**config.mk**
```make
export PLATFORM = sky130hd
export DESIGN_NAME = vending_credit_engine
export DESIGN_NICKNAME = d
export VERILOG_FILES = /design/src/rtl/vending_credit_engine.sv
export SDC_FILE = /design/constraint.sdc
export NUM_CORES = 1
export LEC_CHECK = 0
export ABC_CLOCK_PERIOD_IN_PS = 11400
export CAP_MARGIN = 40
export CORE_ASPECT_RATIO = 0.9
export CORE_UTILIZATION = 35
export DETAILED_ROUTE_END_ITERATION = 16
export HOLD_SLACK_MARGIN = 0.06
export PLACE_DENSITY_LB_ADDON = 0.12
export RECOVER_POWER = 100
export REMOVE_ABC_BUFFERS = 1
export SYNTH_ARGS = -nofsm -noshare
export SYNTH_HDL_FRONTEND = slang
export SYNTH_SLANG_ARGS = --single-unit
```
**constraint.sdc**
```tcl
create_clock -name clk -period 11.4 [get_ports clk]
set_input_delay 1.14 -clock clk [delete_from_list [all_inputs] [get_ports clk]]
set_output_delay 1.14 -clock clk [all_outputs]
set_load 0.02 [all_outputs]
```
**src/rtl/vending_credit_engine.sv**
```systemverilog
// Vending credit/change engine: coin accumulation, lowest-index vend arbitration, wait timer and greedy change return.
// Optional macro VEND_AUTO_RETURN_EN: wait-timer expiry in CREDIT starts change return like i_trigger_return.
module vending_credit_engine #(
  parameter int unsigned NUM_COINS   = 3,
  parameter int unsigned NUM_ITEMS   = 4,
  parameter int unsigned TOTAL_BITS  = 31,
  parameter int unsigned WAIT_CYCLES = 100
) (
  input  logic                    clk,
  input  logic                    reset,
  input  logic [NUM_COINS*32-1:0] i_coin_value,
  input  logic [NUM_ITEMS*32-1:0] i_item_price,
  input  logic [NUM_COINS-1:0]    i_input_coin,
  input  logic [NUM_ITEMS-1:0]    i_select_item,
  input  logic                    i_trigger_return,
  output logic [NUM_ITEMS-1:0]    o_available_item,
  output logic [NUM_ITEMS-1:0]    o_output_item,
  output logic [NUM_COINS-1:0]    o_return_coin,
  output logic                    o_return_done,
  output logic                    o_coin_reject,
  output logic [TOTAL_BITS-1:0]   o_credit,
  output logic                    o_busy
);
  localparam int unsigned SUM_BITS = TOTAL_BITS + 1;
  localparam int unsigned EXT_BITS = TOTAL_BITS + 2;
  localparam int unsigned CMP_BITS = (TOTAL_BITS > 32) ? TOTAL_BITS : 32;
  localparam int unsigned CNT_BITS = $clog2(WAIT_CYCLES + 1);

  typedef enum logic [1:0] {ST_IDLE, ST_CREDIT, ST_RETURN} state_t;

  state_t                state;
  logic [TOTAL_BITS-1:0] credit;
  logic [CNT_BITS-1:0]   wait_cnt;
  logic                  ret_exit_q;

  logic [SUM_BITS-1:0]   coin_sum;
  logic [NUM_ITEMS-1:0]  affordable;
  logic [NUM_ITEMS-1:0]  vend_onehot;
  logic                  sel_seen;
  logic [TOTAL_BITS-1:0] vend_price;
  logic [TOTAL_BITS-1:0] after_vend;
  logic [EXT_BITS-1:0]   credit_sum;
  logic [TOTAL_BITS-1:0] next_credit;
  logic                  overflow;
  logic                  coin_credited;
  logic                  timer_load;
  logic                  auto_return;
  logic [NUM_COINS-1:0]  ret_onehot;
  logic                  ret_found;
  logic [CMP_BITS-1:0]   ret_value;
  logic [CMP_BITS-1:0]   coin_val;
  logic [TOTAL_BITS-1:0] ret_next;

  always_comb begin
    coin_sum = '0;
    for (int unsigned k = 0; k < NUM_COINS; k++)
      if (i_input_coin[k]) coin_sum = coin_sum + SUM_BITS'(i_coin_value[32*k +: 32]);

    affordable = '0;
    for (int unsigned k = 0; k < NUM_ITEMS; k++)
      affordable[k] = CMP_BITS'(i_item_price[32*k +: 32]) <= CMP_BITS'(credit);

    // Only the lowest requested item is arbitrated; it vends against pre-update credit.
    sel_seen    = 1'b0;
    vend_onehot = '0;
    vend_price  = '0;
    for (int unsigned k = 0; k < NUM_ITEMS; k++) begin
      if (i_select_item[k] && !sel_seen) begin
        sel_seen = 1'b1;
        if (affordable[k]) begin
          vend_onehot[k] = 1'b1;
          vend_price     = TOTAL_BITS'(i_item_price[32*k +: 32]);
        end
      end
    end

    after_vend    = credit - vend_price;
    credit_sum    = EXT_BITS'(after_vend) + EXT_BITS'(coin_sum);
    overflow      = |credit_sum[EXT_BITS-1:TOTAL_BITS];
    coin_credited = (|i_input_coin) && !overflow;
    next_credit   = overflow ? after_vend : credit_sum[TOTAL_BITS-1:0];
    timer_load    = coin_credited || (|vend_onehot);

    // Greedy change: largest nonzero coin not above credit, lowest index on ties.
    ret_found  = 1'b0;
    ret_value  = '0;
    ret_onehot = '0;
    coin_val   = '0;
    for (int unsigned k = 0; k < NUM_COINS; k++) begin
      coin_val = CMP_BITS'(i_coin_value[32*k +: 32]);
      if (coin_val != '0 && coin_val <= CMP_BITS'(credit) && (!ret_found || coin_val > ret_value)) begin
        ret_found     = 1'b1;
        ret_value     = coin_val;
        ret_onehot    = '0;
        ret_onehot[k] = 1'b1;
      end
    end
    ret_next = credit - TOTAL_BITS'(ret_value);
  end

`ifdef VEND_AUTO_RETURN_EN
  assign auto_return = (state == ST_CREDIT) && !timer_load && (wait_cnt <= CNT_BITS'(1));
`else
  assign auto_return = 1'b0;
`endif

  assign o_available_item = affordable & {NUM_ITEMS{state != ST_RETURN}};
  assign o_credit         = credit;
  assign o_busy           = (state == ST_RETURN);

  always_ff @(posedge clk or posedge reset) begin
    if (reset) begin
      state         <= ST_IDLE;
      credit        <= '0;
      wait_cnt      <= '0;
      ret_exit_q    <= 1'b0;
      o_output_item <= '0;
      o_return_coin <= '0;
      o_return_done <= 1'b0;
      o_coin_reject <= 1'b0;
    end else begin
      o_output_item <= '0;
      o_return_coin <= '0;
      o_return_done <= ret_exit_q;
      ret_exit_q    <= 1'b0;
      if (state == ST_RETURN) begin
        o_coin_reject <= |i_input_coin;
        if (ret_found) begin
          o_return_coin <= ret_onehot;
          credit        <= ret_next;
          if (ret_next == '0) begin
            state      <= ST_IDLE;
            ret_exit_q <= 1'b1;
          end
        end else begin
          credit     <= '0;
          state      <= ST_IDLE;
          ret_exit_q <= 1'b1;
        end
      end else begin
        credit        <= next_credit;
        o_output_item <= vend_onehot;
        o_coin_reject <= overflow;
        if (timer_load)
          wait_cnt <= CNT_BITS'(WAIT_CYCLES);
        else if (state == ST_CREDIT && wait_cnt != '0)
          wait_cnt <= wait_cnt - 1'b1;
        if (state == ST_IDLE) begin
          state <= (next_credit != '0) ? ST_CREDIT : ST_IDLE;
        end else if (i_trigger_return || auto_return) begin
          // A same-cycle vend that empties the credit skips RETURN but still reports completion.
          if (next_credit == '0) begin
            state      <= ST_IDLE;
            ret_exit_q <= 1'b1;
          end else begin
            state <= ST_RETURN;
          end
        end else if (next_credit == '0) begin
          state <= ST_IDLE;
        end
      end
    end
  end
endmodule

```
==> impl_results.md <==
- Max Cap Violations: 2
- Skew-Pair Late Insertion Delay: 310 ps
- Dpl cells: about 3800
- Hpwl dp: 83100 µm
- CTS Sinks: 43
- GRT Total Usage: 0.348
- Final Max Slew Viols: 85
- Synth Cell Area: approximately 18000 µm²
- Clock-pin slew on the worst setup and hold paths: 80 ps
- Pre-Repair DR Iteration Count: 8
- Least-Margin Pin Slew: 2490 ps
- Die Area: 53700 µm²
- Die extent in x: ~240 µm
- Mapped Cells: around 2500
- DRC marker count from the first detailed-route iteration: 2190
- Drc violations: 0
- CP Class: input pin to flop
- Worst rel slew slack: -0.663
- Crit path buf inv count: 10
- EDFF count, synth: 0
- Asr flop ratio synth: 1.00
- Pwr Density: roughly 380 nW/µm²
- Count of cell types in the netlist: 81
- Sequential area share after synthesis: 0.0582
- Reg2reg start: o_credit[27]
- Number of global-route vias before repair: about 22000
- Num CTS Buffers: 5
- First-pass GRT wire length: between 100000 and 150000 µm
- Top delay family on crit path: compound AO/OA/AOI/OAI gates
- Synth area leaders: ha_1 29%, a21oi_1 6.4%, dfrtp_1 5.8%
- Synth Warn #: 0
- Static leakage: 0.0117 µW
- Failing checks: capacitance limit, slew limit
- Gr ovfl total: 0
- Top FF cell, synth: dfrtp_1
- Critical path capture point type: flop
- Largest net degree at the start of global routing: 54
- Initial antenna violation count: 4
- Layout cell share with drive strength beyond 1: 0.146
- Yosys reg bits: 43
- VDD IR max: about 0.29 mV
- Num ports: 279
- Crit-path max FO: 10
- Vias: 22900
- H-tree Lvls: 2
- DIE HEIGHT: 220 µm
- Synth area leader: ha_1
- Layout Cells excl Fill: 3787
- Synth-to-Final Area Change: 35.7%
- Setup Skew: roughly 13 ps
- Fin nets: 3771
- Minimum clock period: 11020 ps
- Hold Startpoint: ret_exit_q
- Max Root-Sink Buffers: 2
- Setup crit start: i_coin_value[1]
- Post-Route WL: approximately 100000 µm
- Clock Tree Root: clkbuf_16
- F_max: 0.0908 GHz
- Hold/Removal Path Class: flop to flop
- # diodes: 0
- Vias/cell: between 6 and 7
- Routability-driven placement congestion ratio: 0.998
- IO buf count: 278
- Final period utilization: 0.967
- Antenna-violating nets left: 0
- Final setup violation count: 0
- Hold Vio Cnt, Final: 0
- Syn_area_per_cell: 7.31 µm²
- Worst setup SP type: input pin
- Slowest Stage Delay on Critical Path: 590 ps
- Post-DR wirelength/cell: between 20 and 30 µm
- Cell repeated most along the worst path: buf_4
- TNS Setup: 0 ps
- CTS tree: built
- Share of the synthesized area in the top cell type: 0.294
- Critical Path AT: 11260 ps
- Outcome: complete, but fails checks
- Worst Path Required: 11650 ps
- Initial Util: 0.356
- Num rows: 79
- Slowest-stage cell, CP: or4_1
- Placeable Area: 51900 µm²
-- worst register-to-register path: cells and delay by family (launching register included) --
family / cells / cell delay (ps)
AND/OR/NAND/NOR: 22 / 4180
AO/OA/AOI/OAI: 15 / 2800
buffers and inverters: 11 / 1590
adder cells (fa/ha/maj): 4 / 1110
flip-flops: 1 / 630
XOR/XNOR: 1 / 190
-- per-layer routing --
layer  GRT usage  part of all wire  up-vias
li1            -                 -    10800
met1       0.505              0.47    11000
met2       0.520              0.41     1046
met3      0.0557             0.089      120
met4       0.103             0.029        4
met5           0           0.00027        -
-- logic make-up after synthesis --
family	share of synthesized area
adder cells (fa/ha/maj)	0.299
XOR/XNOR	0.0656
flip-flops	0.0582
AND/OR/NAND/NOR	0.214
other	0.000203
multiplexers	0.0319
buffers and inverters	0.0410
AO/OA/AOI/OAI	0.290
-- metrics by stage --
step                instance area (µm²)  total power (µW)   util  hold slack [ps]  setup WS, ps
global route                      25100             10200  0.483              392         -93.3
floorplan                         18200              5450      -              331         -4660
global placement                  24400              8830  0.471              397          -160
finish                            25100              9470  0.483              390           381
detailed placement                24500              8920  0.472              352          -255
CTS                               24600              9140  0.475              390          3.19
-- synth_stat cells (8+ instances only) --
library cell	instances
a2111oi_0	12
a211oi_1	43
a21boi_0	8
a21o_1	87
a21oi_1	237
a222oi_1	30
a31oi_1	45
and2_1	32
and3_1	12
clkbuf_1	60
dfrtp_1	43
ha_1	434
inv_1	130
mux2_2	31
mux2i_1	24
nand2_1	246
nand2b_1	35
nand3_1	82
nand4_1	64
nor2_1	168
nor2b_1	22
nor3_1	42
nor4_1	42
o211ai_1	24
o21a_1	31
o21ai_0	202
o21bai_1	26
o22ai_1	16
o31ai_1	15
or3_1	24
or4_1	12
xnor2_1	84
xor2_1	50
-- final cells by class --
type                       count  area (µm²)
clock inverter                 3        23.8
timing repair buffer         631        5540
clock buffer                   5         125
inverter                     131         492
fill                        5246       26800
tap                          688         861
multi-input combinational   2286       17000
sequential                    43        1080
-- worst paths after layout --
check                                        end  slack [ps]  cells after the start
worst min-delay path               o_return_done         390                      0
max in group asynchronous           o_credit[23]        7770                      3
worst max-delay path                  ret_exit_q         380                     47
min in group asynchronous       o_output_item[3]        2200                      3
worst max register to register        ret_exit_q         840                     53
worst min register to register     o_return_done         390                      0
-- report_power, final --
part           switching, µW  internal (µW)  total [µW]  leakage [µW]
registers                105            251         356      0.000527
clock network           73.7           82.3         156     0.0000664
logic                   5100           3860        8960        0.0111
total                   5280           4190        9470        0.0117
-- placed cells by master (no fill, tap or decap), drive strengths merged, types with 11 or more instances in the layout --
| cell | n |
|---|---|
| nor3 | 42 |
| mux2i | 24 |
| dfrtp | 43 |
| nand2 | 247 |
| xnor2 | 85 |
| and2 | 32 |
| nand2b | 35 |
| nor2 | 168 |
| o211ai | 24 |
| o21a | 31 |
| nand3 | 82 |
| buf | 349 |
| dlygate4sd3 | 44 |
| a21oi | 237 |
| a222oi | 30 |
| o22ai | 16 |
| a211oi | 44 |
| a31oi | 45 |
| ha | 434 |
| a2111oi | 12 |
| xor2 | 50 |
| or3 | 24 |
| nand4 | 64 |
| mux2 | 31 |
| nor2b | 22 |
| nor4 | 42 |
| o21bai | 26 |
| a21o | 87 |
| clkdlybuf4s50 | 232 |
| inv | 130 |
| and3 | 12 |
| o31ai | 16 |
| o21ai | 207 |
| clkbuf | 11 |
| or4 | 12 |
-- what timing repair did --
action / 4_1_cts / 5_1_grt
hold endpoints to repair: 0 / 0
buffers inserted: 0 / 15
hold buffers: 0 / 0
gates resized for setup: 0 / 64
pin swaps: 1 / 31
setup endpoints to repair: 1 / 4
gates cloned: 0 / 5
-- sequential cells by signal, indices dropped and copies added (netlist names) --
name and flops:
ret_exit_q 1, o_credit 31, o_coin_reject 1, o_return_coin 3, state 2, o_return_done 1
o_output_item 4
Power figures use the tool's default switching activity.
